===== config.mk =====
export PLATFORM = sky130hd
export DESIGN_NAME = onehot_rr_arbiter
export DESIGN_NICKNAME = d
export VERILOG_FILES = /design/src/rtl/onehot_rr_arbiter.sv
export SDC_FILE = /design/constraint.sdc
export NUM_CORES = 1
export LEC_CHECK = 0
export CELL_PAD_IN_SITES_DETAIL_PLACEMENT = 0
export CELL_PAD_IN_SITES_GLOBAL_PLACEMENT = 1
export CORE_AREA = 2 2 71 73
export DETAILED_ROUTE_END_ITERATION = 12
export DIE_AREA = 0 0 73 75
export PLACE_DENSITY_LB_ADDON = 0.1
export SYNTH_ARGS = -nofsm -noshare
export SYNTH_HDL_FRONTEND = slang
export SYNTH_SLANG_ARGS = --single-unit

===== constraint.sdc =====
create_clock -name clk -period 6.68 [get_ports clk]
set_input_delay 1.002 -clock clk [delete_from_list [all_inputs] [get_ports clk]]
set_output_delay 1.002 -clock clk [all_outputs]
set_load 0.005 [all_outputs]

===== src/rtl/onehot_rr_arbiter.sv =====
// Round-robin arbiter feeding the 8-to-3 encoder: latches request pulses and
// hands out exactly one pending line at a time as a one-hot grant with valid/ready.
module onehot_rr_arbiter #(
    parameter int N = 8
) (
    input  logic         clk,
    input  logic         rst,
    input  logic [N-1:0] req,
    input  logic         ready,
    input  logic         clr_ovf,
    output logic [N-1:0] grant,
    output logic         valid,
    output logic [N-1:0] pending,
    output logic         ovf
);

    localparam int PW = $clog2(N);

    typedef enum logic {
        IDLE,
        GRANT
    } state_t;

    state_t         state_q, state_d;
    logic [N-1:0]   pending_q, pending_d;
    logic [N-1:0]   grant_q, grant_d;
    logic           valid_q, valid_d;
    logic           ovf_q, ovf_d;
    logic [PW-1:0]  ptr_q, ptr_d;
    logic [PW-1:0]  gidx_q, gidx_d;

    logic [N-1:0]   clr_mask;
    logic           found;
    logic [PW-1:0]  sel;
    logic [PW-1:0]  idx;

    always_ff @(posedge clk or posedge rst) begin
        if (rst) begin
            state_q   <= IDLE;
            pending_q <= '0;
            grant_q   <= '0;
            valid_q   <= 1'b0;
            ovf_q     <= 1'b0;
            ptr_q     <= '0;
            gidx_q    <= '0;
        end else begin
            state_q   <= state_d;
            pending_q <= pending_d;
            grant_q   <= grant_d;
            valid_q   <= valid_d;
            ovf_q     <= ovf_d;
            ptr_q     <= ptr_d;
            gidx_q    <= gidx_d;
        end
    end

    // A line being accepted this cycle is cleared, unless it re-requests at the same time.
    always_comb begin
        clr_mask  = (state_q == GRANT && ready) ? grant_q : '0;
        pending_d = (pending_q & ~clr_mask) | req;
        if (|(req & pending_q & ~clr_mask)) begin
            ovf_d = 1'b1;
        end else if (clr_ovf) begin
            ovf_d = 1'b0;
        end else begin
            ovf_d = ovf_q;
        end
    end

    // Search starts at ptr and wraps; only registered pending is considered.
    always_comb begin
        found = 1'b0;
        sel   = '0;
        idx   = '0;
        for (int i = 0; i < N; i++) begin
            idx = ptr_q + PW'(i);
            if (!found && pending_q[idx]) begin
                found = 1'b1;
                sel   = idx;
            end
        end
    end

    always_comb begin
        state_d = state_q;
        grant_d = grant_q;
        valid_d = valid_q;
        ptr_d   = ptr_q;
        gidx_d  = gidx_q;
        case (state_q)
            IDLE: begin
                if (found) begin
                    grant_d = {{(N-1){1'b0}}, 1'b1} << sel;
                    valid_d = 1'b1;
                    gidx_d  = sel;
                    state_d = GRANT;
                end else begin
                    grant_d = '0;
                    valid_d = 1'b0;
                end
            end
            GRANT: begin
                if (ready) begin
                    ptr_d   = gidx_q + PW'(1);
                    grant_d = '0;
                    valid_d = 1'b0;
                    state_d = IDLE;
                end
            end
            default: begin
                grant_d = '0;
                valid_d = 1'b0;
                state_d = IDLE;
            end
        endcase
    end

    assign grant   = grant_q;
    assign valid   = valid_q;
    assign pending = pending_q;
    assign ovf     = ovf_q;

endmodule


Word level (Yosys, flattened, before mapping)

Index checks and enable logic that the tools add are counted.
Widths: inputs -> output; s select.

Flip-flop bits (word level): 25
Bits of input ports: 12
Output and inout bits: 18
Logic and storage cells: 93

Add/subtract/negate cells: 8
$lt $le $gt $ge: 8
Eq/ne operators: 1
Shifts and indexed selects: 1
Mux-type cells: 43
Bitwise gates (word level): 6
Reductions and logical operators: 19

Operator list:

| operator            | number |
|---|---|
| $lt 3x4->1 const B  | 8 |
| $and 8x8->8         | 3 |
| $bmux 1 s3          | 8 |
| $mux 3              | 8 |
| $mux 8              | 3 |
| $mux 1              | 21 |
| $pmux 8 s2          | 1 |
| $add 3x3->3 const B | 4 |
| $logic_and 1x1->1   | 8 |
| $not 8->8           | 1 |
| $or 8x8->8          | 1 |
| $reduce_or 8->1     | 1 |
| $shl 1x3->8 const A | 1 |
| $logic_not 1->1     | 7 |
| $add 3x1->3 const B | 2 |
| $add 3x2->3 const B | 2 |
| $pmux 1 s2          | 2 |
| $reduce_and 2->1    | 2 |
| $ne 2x2->1 const B  | 1 |
| $reduce_bool 2->1   | 1 |
| $not 1->1           | 1 |

Logic depth before layout (Yosys ltp)

Gate-level depths: netlist (run 1).

Word-level depth: 27
Depth in mapped cells: 12
Mapped depth without buffers: 9

Worst setup path after synthesis (run 1)

OpenSTA, ideal clock, no wires.

Kind: reg-to-reg
From: register ptr_q[1]
To: register grant_q[4], in the netlist grant[4]
Data arrival time: 2.960 ns
Path slack: 3.598 ns
Stages on the path, launching flop included: 13
Cell sequence: dfrtp_1 > buf_6 > buf_2 > inv_1 > ha_1 > buf_6 > mux2i_1 > mux4_2 > nand3_1 > a21oi_1 > a211oi_1 > and2b_4 > a32o_2

Word-level cells in the longest chain between the ends: 27

Ends and longest elaborated chain:

| element                                              | line | source |
|---|---|---|
| start, declared                                      | 29   | `logic [PW-1:0] ptr_q, ptr_d;` |
| start signal, assigned                               | 52   | `ptr_q <= ptr_d;` |
| branches (longest 25 deep; another with $add 3x1->3) | -    |  |
| $mux 8 *                                             | 92   | `if (found) begin` |
| $pmux 8 s2 *                                         | 90   | `case (state_q)` |
| end signal, assigned                                 | 49   | `grant_q <= grant_d;` |
| end, declared                                        | 26   | `logic [N-1:0] grant_q, grant_d;` |

Every way passes the cells marked *. The select of a mux whose other input is x is not followed.
A chain may end at the register's enable or synchronous reset.

Worst setup path after layout (run 1)

From: register ptr_q[0]
To: register gidx_q[0]

Word-level cells in the longest chain between the ends: 25

Ends and longest elaborated chain:

| element                                              | line | source |
|---|---|---|
| branches (longest 25 deep; another with $add 3x1->3) | -    |  |
| end signal, assigned                                 | 53   | `gidx_q <= gidx_d;` |
| end, declared                                        | 30   | `logic [PW-1:0] gidx_q, gidx_d;` |

Parallel ways; which one is timed is not known. The select of a mux whose other input is x is not followed.

==> results of run 1 <==
==> registers in the layout (all words and copies together) (netlist names) <==
register and cells:
gidx_q 3, ptr_q 3, state_q 1, valid 1, grant 8, pending 8
ovf 1
==> worst max-delay path by stage <==
stage	startpoint	to	slack [ns]	depth (start not counted)
finish	ptr_q[0]	gidx_q[0]	2.43	9
global route	ptr_q[0]	gidx_q[0]	2.06	9
CTS	ptr_q[0]	gidx_q[0]	2.45	9
detailed placement	ptr_q[0]	gidx_q[0]	2.46	9
global placement	ptr_q[0]	gidx_q[0]	2.59	9
floorplan	ptr_q[1]	grant[4]	3.60	12
==> critical path: stages (launching register included) <==
cell	delay [ns]
dfrtp_1	0.86
inv_1	0.45
ha_1	0.74
mux4_2	0.61
mux2i_1	0.30
o21ai_1	0.12
a21o_1	0.19
a211oi_1	0.35
a41oi_2	0.15
mux2_2	0.37
==> placed cells by master (no fill, tap or decap), types with 3 or more instances in the layout <==
master           count
nand2_1             16
a21oi_1              5
a32o_1               5
mux4_2              10
a21o_1              10
o221a_2              3
nand3_1             10
mux2_2               6
clkbuf_8             3
nor2b_1              5
o21ai_0              4
mux2i_1             16
or2_2                4
dfrtp_1             25
nor2_1               9
clkdlybuf4s50_1     29
inv_1                7
nor3_2               3
a32o_2               3
ha_1                 3
==> metal layers <==
| layer | up-vias | GRT usage |
|---|---|---|
| li1 | 811 | - |
| met1 | 870 | 0.3132 |
| met2 | 60 | 0.3504 |
| met3 | 12 | 0.01740 |
| met4 | 0 | 0.07613 |
| met5 | - | 0 |
==> kinds of logic (layout without fill, tap and decap cells) <==
| logic type | after synthesis | in the layout | share of synthesized area |
|---|---|---|---|
| and+or+nand+nor | 60 | 60 | 0.1533 |
| adders and majority gates | 3 | 3 | 0.01776 |
| xor gates and xnor gates | 4 | 4 | 0.01658 |
| DFF | 25 | 25 | 0.2960 |
| AOI/OAI and AO/OA | 50 | 50 | 0.2126 |
| buffers and inverters | 21 | 40 | 0.05210 |
| muxes | 36 | 36 | 0.2516 |
==> power by group through the flow <==
| stage | combinational, mW | clock [mW] | sequential (mW) |
|---|---|---|---|
| 6_report | 0.549 | 0.0923 | 0.301 |
| 5_1_grt | 0.598 | 0.102 | 0.316 |
| 4_1_cts | 0.547 | 0.0948 | 0.302 |
| 3_5_place_dp | 0.543 | 0 | 0.305 |
| 3_3_place_gp | 0.534 | 0 | 0.299 |
| 2_1_floorplan | 0.476 | 0 | 0.238 |
==> per-stage QoR <==
stage | power [mW] | util | hold WS, ns
after floorplan | 0.7135 | - | 0.4517
after global routing | 1.016 | 0.5227 | 0.5451
after global placement | 0.8334 | 0.5122 | 0.4589
final | 0.9420 | 0.5227 | 0.5051
after detailed placement | 0.8482 | 0.5122 | 0.4907
after CTS | 0.9438 | 0.5227 | 0.5126
==> layout make-up <==
type,instances,share of cell area
multi-input combinational,153,0.5655
sequential,25,0.2568
inverter,7,0.01079
timing repair buffer,29,0.1192
clock inverter,1,0.003082
tap,54,0.02773
clock buffer,3,0.01695
==> run metrics, run 1 <==
status=complete, no violations; CP arrival=between 4 and 5 ns; Post-route DRC=0; critical path capture point type=flip-flop; num ports=30; crit path launch type=flip-flop; Final Skew=0.002933 ns; layout cells sized above 1=0.2064; Hold Path Cell Cnt=1; Routed Antenna Nets=0; top routing layer in use=met4; WL met1=2323 um; Place WS=2.455 ns; worst-case clock buffer depth=2; Worst-Skew Late Latency=0.27 ns; clock root buffer=clkbuf_8; vias per cell=6.445; sequential area share after synthesis=0.2960; cell area after synthesis=2113 sq um; cell internal pwr=roughly 510 uW; top-area cell type share of the netlist area=0.2960; Cells after DPL=~270; Max Cap Viol=0; Synth area leader=dfrtp_1; Chip Height=75 um; Hold Crit Class=reg -> reg; syn_nets=214; Setup CP Type=reg -> reg; Post-CTS Hold Buffers=0; Reg power frac=0.320; CTS HTree Levels=1; first-pass GRT wire length=slightly above 9000 um; GRT overflow=0; met3 WL post-DR=261 um; Commonest cells post-synth=dfrtp_1, mux2i_1, nand2_1; CTS Buf Count=3; syn_area_per_cell=roughly 11 sq um; Hold Path End=valid; Initial Util=0.4534; Final Setup Violations=0; Critical R2R Launch=ptr_q[0]; Clock transition at path regs=0.09 ns; Final Cell Area=2436 sq um; clock group share of total power=0.098; IO buf count=29; flops & latches, synth=25; Comb power frac=0.582; CP required=just under 7 ns; area of the multi-input gates=1378 sq um; CP max FO=20; worst-margin pin slew=0.9488 ns; PostCTS Resize Cnt=0; # rows=25; initial DRC count=178; number of synthesized flops with an enable pin=0; total routed wirelength=5381 um; fin crit share=0.6364; antenna violations before repair=0; die area=5475 sq um; Diodes inserted=0; RSZ-0062 raised after global routing=no; fillcell total=424; reg2reg end=gidx_q[0]; Die W=73 um; most frequent cell after synthesis=dfrtp_1; Tot GR Track Use=0.2185; setup TNS=0 ns; Final Net Count=234; HP Start=valid; Mapped Cells=just under 200; switching power=429.6 uW; post-synth cell types=55; post-DP HPWL=4037 um; drt pass-1 iters=4; final worst slack=2.429 ns; YS warnings=0; via count=1753; Core Region=around 4700 sq um; Power Dens Cells=slightly below 400 nW/um^2; largest cells by area after synthesis=dfrtp_1, mux4_2, mux2i_1; Sw Ratio=0.4560; # Post-CTS Setup Buffers=0; Clock Sinks=25; Fin. Hold Viols=0; ys flop type=dfrtp_1; TritonCTS clock tree=done; Slew Limit Fails=0; Reg area=between 600 and 700 sq um; Final Wtd Congestion=between 0.9 and 1; post-route non-filler standard cell count=272; Post-synth ARST share=1.000; Worst Reg2Reg Path Length in Cells=9; Area after DPL=2387 sq um; WL/cell=19.78 um; met2 routed WL=2670 um; largest net degree at the start of global routing=26; vias in the first global route=1758; Peak supply drop=0.0001915 V; r2r setup slk=2.43 ns; area grow syn2layout=15.28%; top achievable clock speed=235.2 MHz; Slew HR=0.3667; crit path time final=4.251 ns; P_leak=0.9055 nW
No activity file was read; power rests on OpenSTA's default activity.
==> inputs of run 2 (changes only) <==
--- a/config.mk
+++ b/config.mk
@@ -7,9 +7,9 @@
 export LEC_CHECK = 0
 export CELL_PAD_IN_SITES_DETAIL_PLACEMENT = 0
 export CELL_PAD_IN_SITES_GLOBAL_PLACEMENT = 1
-export CORE_AREA = 2 2 71 73
+export CORE_AREA = 2 2 77 79
 export DETAILED_ROUTE_END_ITERATION = 12
-export DIE_AREA = 0 0 73 75
+export DIE_AREA = 0 0 79 81
 export PLACE_DENSITY_LB_ADDON = 0.1
 export SYNTH_ARGS = -nofsm -noshare
 export SYNTH_HDL_FRONTEND = slang
==> constraint.sdc (replaced) <==
create_clock -name clk -period 3.88 [get_ports clk]
set_input_delay 0.582 -clock clk [delete_from_list [all_inputs] [get_ports clk]]
set_output_delay 0.582 -clock clk [all_outputs]
set_load 0.005 [all_outputs]
==> run metrics, run 2 (synthesis gave the netlist of run 1 again) <==
status=complete, no violations; Pwr Total=1.648 mW (+75%); WL/cell=19.50 um (-1.4%); fin crit share=0.8215 (+0.1852); crit path time final=3.187 ns (-1.063 ns); IO buf count=29 (unchanged); Post-route DRC=0 (unchanged); Hold Crit Class=reg -> reg; total routed wirelength=5773 um (+7.3%); Setup CP Type=reg -> reg; vias in the first global route=1806 (+2.7%); top achievable clock speed=313.7 MHz (+33%); layout cells sized above 1=0.2172 (+0.01077); crit-path cells=inv_1 > ha_1 > mux4_2 > nor4_2 > nand3_1 > nor3_2 > a211oi_1 > a41o_1 > a32o_2; CP arrival=3.36 ns (-1.05 ns); setup TNS=0 ns (unchanged); Final Net Count=237 (+1.3%); CP max FO=11 (-45%); via count=1748 (-0.29%); die area=6399 sq um (+17%); Clock transition at path regs=0.10 ns (about the same); Clock Sinks=25 (unchanged); Routed Antenna Nets=0 (unchanged); Core Region=5675 sq um (+22%); drt pass-1 iters=4 (unchanged); Slew Limit Fails=0 (unchanged); antenna violations before repair=0 (unchanged); Final Wtd Congestion=0.8528 (-9.3%); num ports=30 (unchanged); CTS HTree Levels=1 (unchanged); PostCTS Resize Cnt=0 (unchanged); Diodes inserted=0 (unchanged); Slowest Stage Delay on Critical Path=0.61 ns (-0.25 ns); crit path launch type=flip-flop; P_leak=0.9201 nW (+1.6%); Slowest-stage cell, CP=mux4_2; vias per cell=5.905 (-8.4%); Max Cap Viol=0 (unchanged); area grow syn2layout=17.58%; worst-case clock buffer depth=2 (unchanged); GRT overflow=0 (unchanged); Power Dens Cells=663.3 nW/um^2 (+72%); # Post-CTS Setup Buffers=0 (unchanged); Peak supply drop=0.0002467 V (+29%); largest net degree at the start of global routing=26 (unchanged); worst-margin pin slew=0.9833 ns (+0.03448 ns); # rows=28 (+12%); Die W=79 um (+8.2%); clock root buffer=clkbuf_8; Final Setup Violations=0 (unchanged); Tot GR Track Use=0.1901 (-0.02834); Post-CTS Hold Buffers=0 (unchanged); commonest cells after routing, fill and taps aside=clkdlybuf4s50_1, dfrtp_1, mux2i_1, nand2_1; TritonCTS clock tree=done; Final Skew=0.005932 ns (+0.003000 ns); first-pass GRT wire length=9459 um (+2.7%); Chip Height=81 um (+8.0%); initial DRC count=157 (-12%); CTS Buf Count=3 (unchanged); post-DP HPWL=4300 um (+6.5%); Worst-Skew Late Latency=0.27 ns (about the same); commonest non-fill, non-tap cell in the layout=clkdlybuf4s50_1; Initial Util=0.3724 (-0.08107); RSZ-0062 raised after global routing=no; critical path capture point type=flip-flop; Slew HR=0.3437 (-0.02301); Fin. Hold Viols=0 (unchanged); CP required=4.05 ns (-2.79 ns)
==> run 2: cell types whose count changed in the layout (fill, tap and decap cells not counted), sizes merged <==
cell and change:
buf +3
==> run 2: critical path: cells and delay by family (launching register included) <==
family | cells | cell delay, ns
AND/OR/NAND/NOR | 3 | 0.79
AO/OA/AOI/OAI | 3 | 0.64
multiplexers | 1 | 0.61
adder cells (fa/ha/maj) | 1 | 0.60
flip-flops | 1 | 0.36
buffers and inverters | 1 | 0.10
==> run 2: power by group <==
group          switching, mW  total [mW]  internal (mW)
Sequential             0.108       0.446          0.338
Combinational          0.553        1.04          0.489
Clock                 0.0874       0.160         0.0728
==> run 2: layout make-up <==
type                            instances  area (sq um)
Clock buffer                            3         41.29
Clock inverter                          1         7.507
Fill cell                             552          3191
Inverter                                7         26.28
Multi-Input combinational cell        153          1378
Sequential cell                        25         625.6
Tap cell                               75         93.84
Timing Repair Buffer                   32         312.8
==> run 2: through the flow <==
step | area [sq um] | instances | setup WS, ns | hold slack, ns | util
after global placement | 2436 | 292 | 0.7743 | 0.4605 | 0.4292
after floorplan | 2113 | 199 | 0.7983 | 0.4517 | -
after global routing | 2485 | 296 | 0.4626 | 0.5017 | 0.4378
after CTS | 2485 | 296 | 0.7115 | 0.4866 | 0.4378
final | 2485 | 296 | 0.6925 | 0.4848 | 0.4378
after detailed placement | 2436 | 292 | 0.7413 | 0.4649 | 0.4292
==> run 2: worst paths after layout <==
kind,to,cells after the start,startpoint,slack (ns)
min,valid,1,valid,0.48
max,grant[4],9,ptr_q[1],0.69
min in group asynchronous,pending[5],2,rst,0.84
min reg2reg,valid,1,valid,0.48
max reg2reg,grant[4],9,ptr_q[1],0.69
max in group asynchronous,ptr_q[1],2,rst,2.45
==> run 2: metal layers <==
layer	vias up	GRT usage	part of all wire	wire length, um
li1	817	-	-	-
met1	870	0.2546	0.43	2461
met2	55	0.3195	0.51	2957
met3	6	0.02778	0.047	273
met4	0	0.06034	0.014	81
met5	-	0	0	0
